<file path="src/rtl/noc_local_injector_if.sv">
// Requester and router-side signal bundle for the Local-port injector.
// The slave view belongs to the injector; the master view belongs to the PE cluster/router side.
interface noc_local_injector_if #(
   parameter int WIDTH = 16,
   parameter int NREQ  = 4
);
   logic [NREQ-1:0]           req_valid;
   logic [NREQ-1:0]           req_last;
   logic [2*NREQ-1:0]         req_dst;
   logic [(WIDTH-3)*NREQ-1:0] req_payload;
   logic [NREQ-1:0]           req_ready;
   logic                      inj_full;
   logic                      inj_almost_full;
   logic                      inj_write;
   logic [WIDTH-1:0]          inj_data;

   modport master (
      output req_valid, req_last, req_dst, req_payload, inj_full, inj_almost_full,
      input  req_ready, inj_write, inj_data
   );

   modport slave (
      input  req_valid, req_last, req_dst, req_payload, inj_full, inj_almost_full,
      output req_ready, inj_write, inj_data
   );
endinterface

</file>
<file path="src/rtl/noc_local_injector.sv">
// Round-robin scheduler sharing the router Local write path among NREQ requesters,
// with a per-packet grant lock and full/almost-full throttling.
module noc_local_injector #(
   parameter int WIDTH = 16,
   parameter int NREQ  = 4
) (
   input  logic                 clk,
   input  logic                 reset,
   input  logic                 enable,
   noc_local_injector_if.slave  bus,
   output logic [2:0]           owner,
   output logic                 locked,
   output logic [15:0]          flit_count,
   output logic [15:0]          pkt_count
);
   localparam int PW = WIDTH - 3;

   typedef enum logic [0:0] {
      ST_IDLE   = 1'b0,
      ST_LOCKED = 1'b1
   } state_e;

   state_e           state_q, state_d;
   logic [2:0]       owner_q, owner_d;
   logic [2:0]       rr_ptr_q, rr_ptr_d;
   logic             inj_write_q, inj_write_d;
   logic [WIDTH-1:0] inj_data_q, inj_data_d;
   logic [15:0]      flit_count_q, flit_count_d;
   logic [15:0]      pkt_count_q, pkt_count_d;

   logic [1:0]       dst_a [NREQ];
   logic [PW-1:0]    pl_a  [NREQ];
   logic             permit_s;
   logic             found_s;
   logic [2:0]       win_s;
   logic [3:0]       pos_s;
   logic [2:0]       sel_s;
   logic             sel_valid_s;
   logic             sel_last_s;
   logic [1:0]       sel_dst_s;
   logic [PW-1:0]    sel_pl_s;
   logic             grant_s;
   logic [NREQ-1:0]  ready_s;

   function automatic logic [2:0] next_idx(input logic [2:0] idx);
      if (idx == 3'(NREQ - 1)) begin
         return 3'd0;
      end else begin
         return idx + 3'd1;
      end
   endfunction

   for (genvar g = 0; g < NREQ; g++) begin : g_slice
      assign dst_a[g] = bus.req_dst[2*g +: 2];
      assign pl_a[g]  = bus.req_payload[PW*g +: PW];
   end

   // At most one write may land after almost-full rises: the one already in flight.
   assign permit_s = ~bus.inj_full & ~(bus.inj_almost_full & inj_write_q);

   // Round-robin search: first valid requester at or after rr_ptr, modulo NREQ.
   always_comb begin
      found_s = 1'b0;
      win_s   = 3'd0;
      pos_s   = 4'd0;
      for (int k = 0; k < NREQ; k++) begin
         pos_s = {1'b0, rr_ptr_q} + 4'(k);
         if (pos_s >= 4'(NREQ)) begin
            pos_s = pos_s - 4'(NREQ);
         end else begin
            pos_s = pos_s;
         end
         for (int j = 0; j < NREQ; j++) begin
            if (!found_s && bus.req_valid[j] && (pos_s == 4'(j))) begin
               found_s = 1'b1;
               win_s   = 3'(j);
            end else begin
               found_s = found_s;
            end
         end
      end
   end

   // Grant decision and field selection for the chosen requester.
   always_comb begin
      sel_s       = (state_q == ST_LOCKED) ? owner_q : win_s;
      sel_valid_s = 1'b0;
      sel_last_s  = 1'b0;
      sel_dst_s   = 2'b00;
      sel_pl_s    = {PW{1'b0}};
      for (int j = 0; j < NREQ; j++) begin
         if (sel_s == 3'(j)) begin
            sel_valid_s = bus.req_valid[j];
            sel_last_s  = bus.req_last[j];
            sel_dst_s   = dst_a[j];
            sel_pl_s    = pl_a[j];
         end else begin
            sel_valid_s = sel_valid_s;
         end
      end
      case (state_q)
         ST_IDLE:   grant_s = enable & permit_s & found_s;
         ST_LOCKED: grant_s = sel_valid_s & permit_s;
         default:   grant_s = 1'b0;
      endcase
      if (reset) begin
         grant_s = 1'b0;
      end else begin
         grant_s = grant_s;
      end
      for (int j = 0; j < NREQ; j++) begin
         ready_s[j] = grant_s && (sel_s == 3'(j));
      end
   end

   // Next-state for the FSM, the formatted flit and the statistics counters.
   always_comb begin
      state_d      = state_q;
      owner_d      = owner_q;
      rr_ptr_d     = rr_ptr_q;
      inj_write_d  = grant_s;
      inj_data_d   = grant_s ? {sel_pl_s, sel_dst_s, 1'b1} : {WIDTH{1'b0}};
      flit_count_d = flit_count_q + (grant_s ? 16'd1 : 16'd0);
      pkt_count_d  = pkt_count_q + ((grant_s && sel_last_s) ? 16'd1 : 16'd0);
      case (state_q)
         ST_IDLE: begin
            if (grant_s && sel_last_s) begin
               rr_ptr_d = next_idx(sel_s);
            end else if (grant_s) begin
               state_d = ST_LOCKED;
               owner_d = sel_s;
            end else begin
               state_d = ST_IDLE;
            end
         end
         ST_LOCKED: begin
            if (grant_s && sel_last_s) begin
               state_d  = ST_IDLE;
               rr_ptr_d = next_idx(owner_q);
            end else begin
               state_d = ST_LOCKED;
            end
         end
         default: state_d = ST_IDLE;
      endcase
   end

   // State and output registers; reset abandons any packet in progress.
   always_ff @(posedge clk) begin
      if (reset) begin
         state_q      <= ST_IDLE;
         owner_q      <= 3'd0;
         rr_ptr_q     <= 3'd0;
         inj_write_q  <= 1'b0;
         inj_data_q   <= {WIDTH{1'b0}};
         flit_count_q <= 16'd0;
         pkt_count_q  <= 16'd0;
      end else begin
         state_q      <= state_d;
         owner_q      <= owner_d;
         rr_ptr_q     <= rr_ptr_d;
         inj_write_q  <= inj_write_d;
         inj_data_q   <= inj_data_d;
         flit_count_q <= flit_count_d;
         pkt_count_q  <= pkt_count_d;
      end
   end

   assign bus.req_ready = ready_s;
   assign bus.inj_write = inj_write_q;
   assign bus.inj_data  = inj_data_q;
   assign owner         = owner_q;
   assign locked        = (state_q == ST_LOCKED);
   assign flit_count    = flit_count_q;
   assign pkt_count     = pkt_count_q;
endmodule

</file>
<file path="src/flat_wrapper.sv">
// flat-port wrapper written by rule: the top's interface ports become plain ports
module noc_local_injector_flat 
#(
   parameter int WIDTH = 16,
   parameter int NREQ  = 4
)
  (clk, reset, enable, owner, locked, flit_count, pkt_count, bus_req_valid, bus_req_last, bus_req_dst, bus_req_payload, bus_inj_full, bus_inj_almost_full, bus_req_ready, bus_inj_write, bus_inj_data);
  noc_local_injector_if #(.WIDTH(WIDTH), .NREQ(NREQ)) bus_i ();
  input  logic clk;
  input  logic reset;
  input  logic enable;
  output logic [2:0] owner;
  output logic locked;
  output logic [15:0] flit_count;
  output logic [15:0] pkt_count;
  input wire logic [$bits(bus_i.req_valid)-1:0] bus_req_valid;
  input wire logic [$bits(bus_i.req_last)-1:0] bus_req_last;
  input wire logic [$bits(bus_i.req_dst)-1:0] bus_req_dst;
  input wire logic [$bits(bus_i.req_payload)-1:0] bus_req_payload;
  input wire logic [$bits(bus_i.inj_full)-1:0] bus_inj_full;
  input wire logic [$bits(bus_i.inj_almost_full)-1:0] bus_inj_almost_full;
  output wire logic [$bits(bus_i.req_ready)-1:0] bus_req_ready;
  output wire logic [$bits(bus_i.inj_write)-1:0] bus_inj_write;
  output wire logic [$bits(bus_i.inj_data)-1:0] bus_inj_data;
  assign bus_i.req_valid = bus_req_valid;
  assign bus_i.req_last = bus_req_last;
  assign bus_i.req_dst = bus_req_dst;
  assign bus_i.req_payload = bus_req_payload;
  assign bus_i.inj_full = bus_inj_full;
  assign bus_i.inj_almost_full = bus_inj_almost_full;
  assign bus_req_ready = bus_i.req_ready;
  assign bus_inj_write = bus_i.inj_write;
  assign bus_inj_data = bus_i.inj_data;
  noc_local_injector #(.WIDTH(WIDTH), .NREQ(NREQ)) u_core (.clk(clk), .reset(reset), .enable(enable), .bus(bus_i), .owner(owner), .locked(locked), .flit_count(flit_count), .pkt_count(pkt_count));
endmodule
</file>
<file path="config.mk">
export PLATFORM = sky130hd
export DESIGN_NAME = noc_local_injector_flat
export DESIGN_NICKNAME = d
export VERILOG_FILES = /design/src/rtl/noc_local_injector_if.sv /design/src/rtl/noc_local_injector.sv /design/src/flat_wrapper.sv
export SDC_FILE = /design/constraint.sdc
export NUM_CORES = 1
export LEC_CHECK = 0
export BUFFER_PORTS_ARGS = -buffer_cell sky130_fd_sc_hd__buf_2
export CORE_MARGIN = 2
export CORE_UTILIZATION = 52
export DETAILED_ROUTE_END_ITERATION = 8
export PLACE_DENSITY = 0.89
export SYNTH_ARGS = -nofsm -noshare
export SYNTH_HDL_FRONTEND = slang
export SYNTH_SLANG_ARGS = --single-unit
</file>
<file path="constraint.sdc">
create_clock -name clk -period 11.3 [get_ports clk]
set_input_delay 2.26 -clock clk [delete_from_list [all_inputs] [get_ports clk]]
set_output_delay 2.26 -clock clk [all_outputs]
set_load 0.005 [all_outputs]
</file>
==> results of run 1 <==
[routing by layer]
| layer | vias up | part of all wire | track usage | wire, um |
|---|---|---|---|---|
| li1 | 1603 | - | - | - |
| met1 | 1528 | 0.43 | 0.334 | 3630 |
| met2 | 151 | 0.48 | 0.405 | 4050 |
| met3 | 17 | 0.068 | 0.0304 | 570 |
| met4 | 0 | 0.020 | 0.0867 | 172 |
| met5 | - | 0 | 0 | 0 |
[layout make-up]
| cell class | count | area, um2 |
|---|---|---|
| clock buffer | 5 | 68.8 |
| tap | 75 | 93.8 |
| clock inverter | 2 | 37.5 |
| multi-input combinational | 293 | 1920 |
| timing repair buffer | 129 | 646 |
| fill | 510 | 2000 |
| sequential | 55 | 1100 |
| inverter | 14 | 52.6 |
[worst paths after layout]
check / startpoint / to / slack (ns)
max: bus_req_valid[2] / bus_req_ready[2] / 3.23
min: u_core.flit_count[6]$_SDFF_PP0_ / u_core.flit_count[6]$_SDFF_PP0_ / 0.52
max reg2reg: u_core.rr_ptr_q[1]$_SDFFE_PP0P_ / u_core.flit_count[14]$_SDFF_PP0_ / 5.15
min reg2reg: u_core.flit_count[6]$_SDFF_PP0_ / u_core.flit_count[6]$_SDFF_PP0_ / 0.52
[stage by stage]
step / cell area [um2] / worst slack [ns] / hold slack (ns)
after floorplan: 3170 / 3.85 / 0.483
after global placement: 3810 / 3.37 / 0.481
after detailed placement: 3810 / 3.30 / 0.497
after CTS: 3920 / 3.30 / 0.515
after global routing: 3920 / 2.89 / 0.538
final: 3920 / 3.23 / 0.522
[cell usage in the layout (no fill, tap or decap), types with 3 or more instances in the layout]
| cell type | instances |
|---|---|
| xnor2_1 | 8 |
| nand4_1 | 5 |
| a211oi_1 | 4 |
| nand3_1 | 13 |
| and4_1 | 3 |
| ha_1 | 13 |
| nor3_1 | 4 |
| and3_1 | 4 |
| a21oi_1 | 31 |
| nand2_1 | 36 |
| nand3b_1 | 3 |
| a222oi_1 | 15 |
| xor2_1 | 14 |
| o21ai_0 | 14 |
| mux2i_1 | 3 |
| clkbuf_8 | 5 |
| buf_2 | 129 |
| inv_1 | 12 |
| nand2b_1 | 5 |
| dfxtp_1 | 55 |
| a21o_1 | 5 |
| nor2_1 | 43 |
| or3_1 | 22 |
| nor2b_1 | 10 |
[worst max-delay path, cell delays in order]
cell and delay (ns):
buf_2 0.15, nor3b_1 0.26, or4b_1 0.46, a211oi_1 0.29, a211oi_1 0.12, a21oi_1 0.20, ha_1 0.62, a21oi_1 0.09
a221oi_1 0.37, a31oi_1 0.18, nor3_2 0.33, nand2_4 0.20, nor2_1 0.14, buf_2 0.13
[cell families (layout without fill, tap and decap cells)]
group	after synthesis	in the layout	synth area share
AND/OR/NAND/NOR	167	167	0.283
AO/OA/AOI/OAI	87	87	0.192
flip-flops	55	55	0.347
buffers and inverters	38	150	0.0493
XOR/XNOR	22	22	0.0607
adder cells (fa/ha/maj)	13	13	0.0512
multiplexers	4	4	0.0166
[power by group through the flow]
stage | Combinational (mW) | Sequential [mW] | Clock [mW]
6_report | 0.398 | 0.234 | 0.129
5_1_grt | 0.441 | 0.239 | 0.139
4_1_cts | 0.389 | 0.235 | 0.132
3_5_place_dp | 0.386 | 0.239 | 0
3_3_place_gp | 0.377 | 0.238 | 0
2_1_floorplan | 0.314 | 0.225 | 0
[state kept, by name, summed over array words and instances, names as in the netlist, named ones only]
| name | flops |
|---|---|
| u_core.bus.inj_data | 16 |
| u_core.flit_count | 16 |
| u_core.owner | 3 |
| u_core.pkt_count | 16 |
| u_core.rr_ptr_q | 3 |
==> results.py, run 1 <==
metrics = {
    "floorplan": {
        "dieArea_mm2": 0.00675,
        "row_count": 28,
        "die_x_um": 82.1,
        "io_pins": 130,
        "die_y_um": 82.1,
        "fp.coreArea_mm2": 0.00592,
        "start_util": 0.536,
    },
    "critical_path": {
        "critPathKind": "in -> out",
        "cp-start-kind": "input pin",
        "worst_setup_path_end_kind": "output pin",
        "worstPathRequired_ns": 9.04,
        "worstPathMaxFanout": 20,
        "r2r_cells": 23,
        "cp_data_arrival_time_ns": 5.81,
    },
    "finish": {
        "syn2layout_area_growth_pct": 23.5,
        "finish.net_count": 584,
        "layout-drive-gt1-share": 0.305,
        "layoutNonFillerInstCount": 573,
        "final_util": 0.662,
        "n_antenna_cell": 0,
    },
    "drt": {
        "dr.pass1.iters": 6,
        "ant_nets": 0,
        "drc": 0,
        "finalWirelength_mm": 8.43,
        "num_vias": 3299,
        "wl_per_cell_um": 14.7,
        "drtIter0Drc": 202,
        "via_per_inst": 5.76,
    },
    "sta": {
        "hold_violations": 0,
        "max_slew_margin": 0.244,
        "fin_crit_sh": 0.714,
        "grt_setup_unrepaired": "false",
        "setup_viol": 0,
        "clock_skew_ns": 0.00359,
        "tightest_slew_ns": 1.13,
        "drv_slew": 0,
        "tns_ns": 0,
        "fmax_mhz": 124,
        "period_needed_ns": 8.07,
    },
    "clock_network": {
        "cts_tree": "done",
        "root_buffer": "clkbuf_8",
        "cts_num_sinks": 55,
        "cts_max_level": 2,
        "cts_max_path_buffers": 2,
        "clkTransAtPathRegs_ns": 0.10,
        "cts_hold_buf": 0,
        "cts_buffers": 5,
        "cts_resized": 0,
        "clock_latency_ns": 0.31,
        "cts_setup_buffers": 0,
    },
    "power": {
        "switching_share": 0.413,
        "pwr-share-seq": 0.308,
        "ir_drop_v": 0.000198,
        "clockPowerShare": 0.170,
        "switchingPower_mw": 0.314,
        "combPwrFrac": 0.522,
        "leakagePower_nw": 1.76,
        "pwr_density_cell_mw_per_mm2": 194,
        "total_power_mw": 0.761,
        "p_int_mw": 0.447,
    },
    "placement": {
        "port_buffers": 129,
        "gp_congestion": 0.899,
        "dp_hpwl_mm": 6.37,
        "place_inst": 566,
    },
    "grt": {
        "grt_pass1_wl_mm": 13.1,
        "grt_max_degree": 43,
        "grt_pass1_vias": 2807,
        "antenna_found_initial": 0,
        "track_usage": 0.247,
        "grt_overflow_total": 0,
    },
    "synth": {
        "synth-edff-count": 0,
        "postSynthAreaPerCell_um2": 8.22,
        "synth.distinct_cells": 56,
        "yosys_warnings": 0,
        "synthTopCellsByArea": "dfxtp_1 (35%), ha_1 (5.1%), nor2_1 (5.1%)",
        "syn_area_mm2": 0.00317,
        "synth_nets": 472,
        "synth-seq-cells": 55,
        "syn_inst": 386,
        "synth_top_area_share": 0.347,
        "ys.flop_type": "dfxtp_1",
        "synthTopCellsByCount": "dfxtp_1 (55), nor2_1 (43), nand2_1 (36)",
        "yosysMostFrequentCell": "dfxtp_1",
        "ys_async_sr_fraction": 0,
        "yosysSeqAreaShare": 0.347,
        "synth_top_area_cell": "dfxtp_1",
    },
    "worst_hold_path": {
        "min_path_type": "reg -> reg",
        "hold_depth": 2,
    },
    "job": {
        "max_cap_viol_count": 0,
    },
    "outcome": {
        "status": "completed",
    },
}
Power figures use the tool's default switching activity.
==> run 2, diff against run 1 <==
--- a/config.mk
+++ b/config.mk
@@ -7,9 +7,9 @@
 export LEC_CHECK = 0
 export BUFFER_PORTS_ARGS = -buffer_cell sky130_fd_sc_hd__buf_2
 export CORE_MARGIN = 2
-export CORE_UTILIZATION = 52
+export CORE_UTILIZATION = 49
 export DETAILED_ROUTE_END_ITERATION = 8
-export PLACE_DENSITY = 0.89
+export PLACE_DENSITY = 0.85
 export SYNTH_ARGS = -nofsm -noshare
 export SYNTH_HDL_FRONTEND = slang
 export SYNTH_SLANG_ARGS = --single-unit
==> constraint.sdc (replaced) <==
create_clock -name clk -period 8.06 [get_ports clk]
set_input_delay 1.612 -clock clk [delete_from_list [all_inputs] [get_ports clk]]
set_output_delay 1.612 -clock clk [all_outputs]
set_load 0.005 [all_outputs]
==> run 2 against run 1 <==
Clock skew rose by 0.010 ns. Combinational power up 41%. Non-clock buffer count increased by 1. Clock power grew 22%. Critical path type is now reg -> out. Critical endpoint unchanged.
==> results.py, run 2 (synthesis results as in run 1) <==
metrics = {
    "grt": {
        "grt_overflow_total": 0,
        "track_usage": 0.228,
        "grt_pass1_vias": 2984,
        "antenna_found_initial": 0,
        "grt_pass1_wl_mm": 13.7,
        "grt_max_degree": 43,
    },
    "critical_path": {
        "critPathKind": "reg -> out",
        "worstPathRequired_ns": 6.45,
        "worst_setup_path_end_kind": "output pin",
        "cp_data_arrival_time_ns": 5.29,
        "worstPathMaxFanout": 20,
        "cp-start-kind": "register",
    },
    "finish": {
        "layout-drive-gt1-share": 0.306,
        "fillers": 567,
        "final_common_cell": "buf_2",
        "syn2layout_area_growth_pct": 23.3,
        "layoutNonFillerInstCount": 577,
        "final_cell_mix": "buf_2 (129), dfxtp_1 (55), nor2_1 (43)",
        "finish.net_count": 585,
        "n_antenna_cell": 0,
    },
    "power": {
        "leakagePower_nw": 1.76,
        "pwr_density_cell_mw_per_mm2": 267,
        "clockPowerShare": 0.150,
        "switching_share": 0.425,
        "ir_drop_v": 0.000289,
        "switchingPower_mw": 0.444,
        "combPwrFrac": 0.536,
        "p_int_mw": 0.601,
        "pwr-share-seq": 0.314,
    },
    "clock_network": {
        "cts_max_level": 2,
        "cts_tree": "done",
        "cts_max_path_buffers": 2,
        "cts_buffers": 5,
        "clock_latency_ns": 0.31,
        "clkTransAtPathRegs_ns": 0.11,
        "root_buffer": "clkbuf_8",
        "cts_num_sinks": 55,
        "cts_resized": 0,
        "cts_setup_buffers": 0,
        "cts_hold_buf": 0,
    },
    "drt": {
        "dr.pass1.iters": 6,
        "num_vias": 3288,
        "wl_per_cell_um": 14.7,
        "finalWirelength_mm": 8.45,
        "drtIter0Drc": 267,
        "via_per_inst": 5.70,
        "ant_nets": 0,
        "drc": 0,
    },
    "sta": {
        "hold_violations": 0,
        "tns_ns": 0,
        "period_needed_ns": 6.90,
        "grt_setup_unrepaired": "false",
        "fin_crit_sh": 0.857,
        "setup_viol": 0,
        "fmax_mhz": 145,
        "tightest_slew_ns": 0.962,
        "clock_skew_ns": 0.0138,
        "max_slew_margin": 0.356,
        "drv_slew": 0,
    },
    "floorplan": {
        "die_x_um": 84.5,
        "die_y_um": 84.5,
        "io_pins": 130,
        "start_util": 0.503,
        "fp.coreArea_mm2": 0.00631,
        "row_count": 29,
        "dieArea_mm2": 0.00714,
    },
    "placement": {
        "gp_congestion": 0.875,
        "place_inst": 569,
        "dp_hpwl_mm": 6.31,
        "port_buffers": 129,
    },
    "outcome": {
        "status": "completed",
    },
    "worst_hold_path": {
        "min_path_type": "reg -> reg",
    },
    "job": {
        "max_cap_viol_count": 0,
    },
}
run 2: cell types whose count changed in the layout (fill, tap and decap cells not counted):
cell       before  now
clkbuf_1        0    1
buf_4           0    1
bufinv_16       1    0
inv_6           0    1
run 2: per-layer routing:
| metal | GRT usage | vias to the layer above | share of wire |
|---|---|---|---|
| li1 | - | 1611 | - |
| met1 | 0.312 | 1498 | 0.44 |
| met2 | 0.374 | 166 | 0.47 |
| met3 | 0.0403 | 13 | 0.078 |
| met4 | 0.0577 | 0 | 0.015 |
| met5 | 0 | - | 0 |
run 2: critical path, cell delays in order, from the launching register on:
cell and delay, ns:
dfxtp_1 0.76, nor2_1 0.18, xnor2_1 0.23, inv_1 0.07
ha_1 0.26, nor3b_1 0.27, or4b_1 0.46, a211oi_1 0.27
a211oi_1 0.12, a21oi_1 0.22, ha_1 0.64, a21oi_1 0.08
a221oi_1 0.35, a31oi_1 0.18, nor3_2 0.37, nand2_4 0.21
nor2_1 0.16, buf_2 0.14
run 2: per-stage QoR:
step	hold WS (ns)	cell area (um2)	power (mW)	setup WS, ns	utilization
after CTS	0.511	3910	1.04	1.26	0.620
after global placement	0.481	3820	0.866	1.35	0.606
after floorplan	0.483	3170	0.756	1.91	-
after global routing	0.533	3910	1.12	0.672	0.620
after detailed placement	0.495	3820	0.881	1.27	0.606
final	0.508	3910	1.05	1.16	0.620
run 2: layout make-up:
type / instances / area [um2] / share of cell area
flip-flops and latches: 55 / 1100 / 0.281
clock inverters: 2 / 16.3 / 0.00416
multi-input cells: 293 / 1920 / 0.491
clock buffers: 6 / 72.6 / 0.0185
repair buffers: 130 / 653 / 0.167
well taps: 77 / 96.3 / 0.0246
inverters: 14 / 52.6 / 0.0134
run 2: power by group through the flow:
stage	clock network (mW)	logic, mW	registers [mW]
detailed placement	0	0.547	0.334
global placement	0	0.533	0.333
finish	0.157	0.560	0.328
global route	0.168	0.621	0.333
CTS	0.157	0.552	0.328
floorplan	0	0.440	0.316
run 2: path summary, 6_finish.rpt:
kind / start / end / slack (ns) / depth (start not counted)
min reg2reg: u_core.pkt_count[14]$_SDFF_PP0_ / u_core.pkt_count[14]$_SDFF_PP0_ / 0.51 / 2
min: u_core.pkt_count[14]$_SDFF_PP0_ / u_core.pkt_count[14]$_SDFF_PP0_ / 0.51 / 2
max: u_core.rr_ptr_q[1]$_SDFFE_PP0P_ / bus_req_ready[2] / 1.16 / 17
max reg2reg: u_core.rr_ptr_q[1]$_SDFFE_PP0P_ / u_core.flit_count[14]$_SDFF_PP0_ / 1.83 / 23
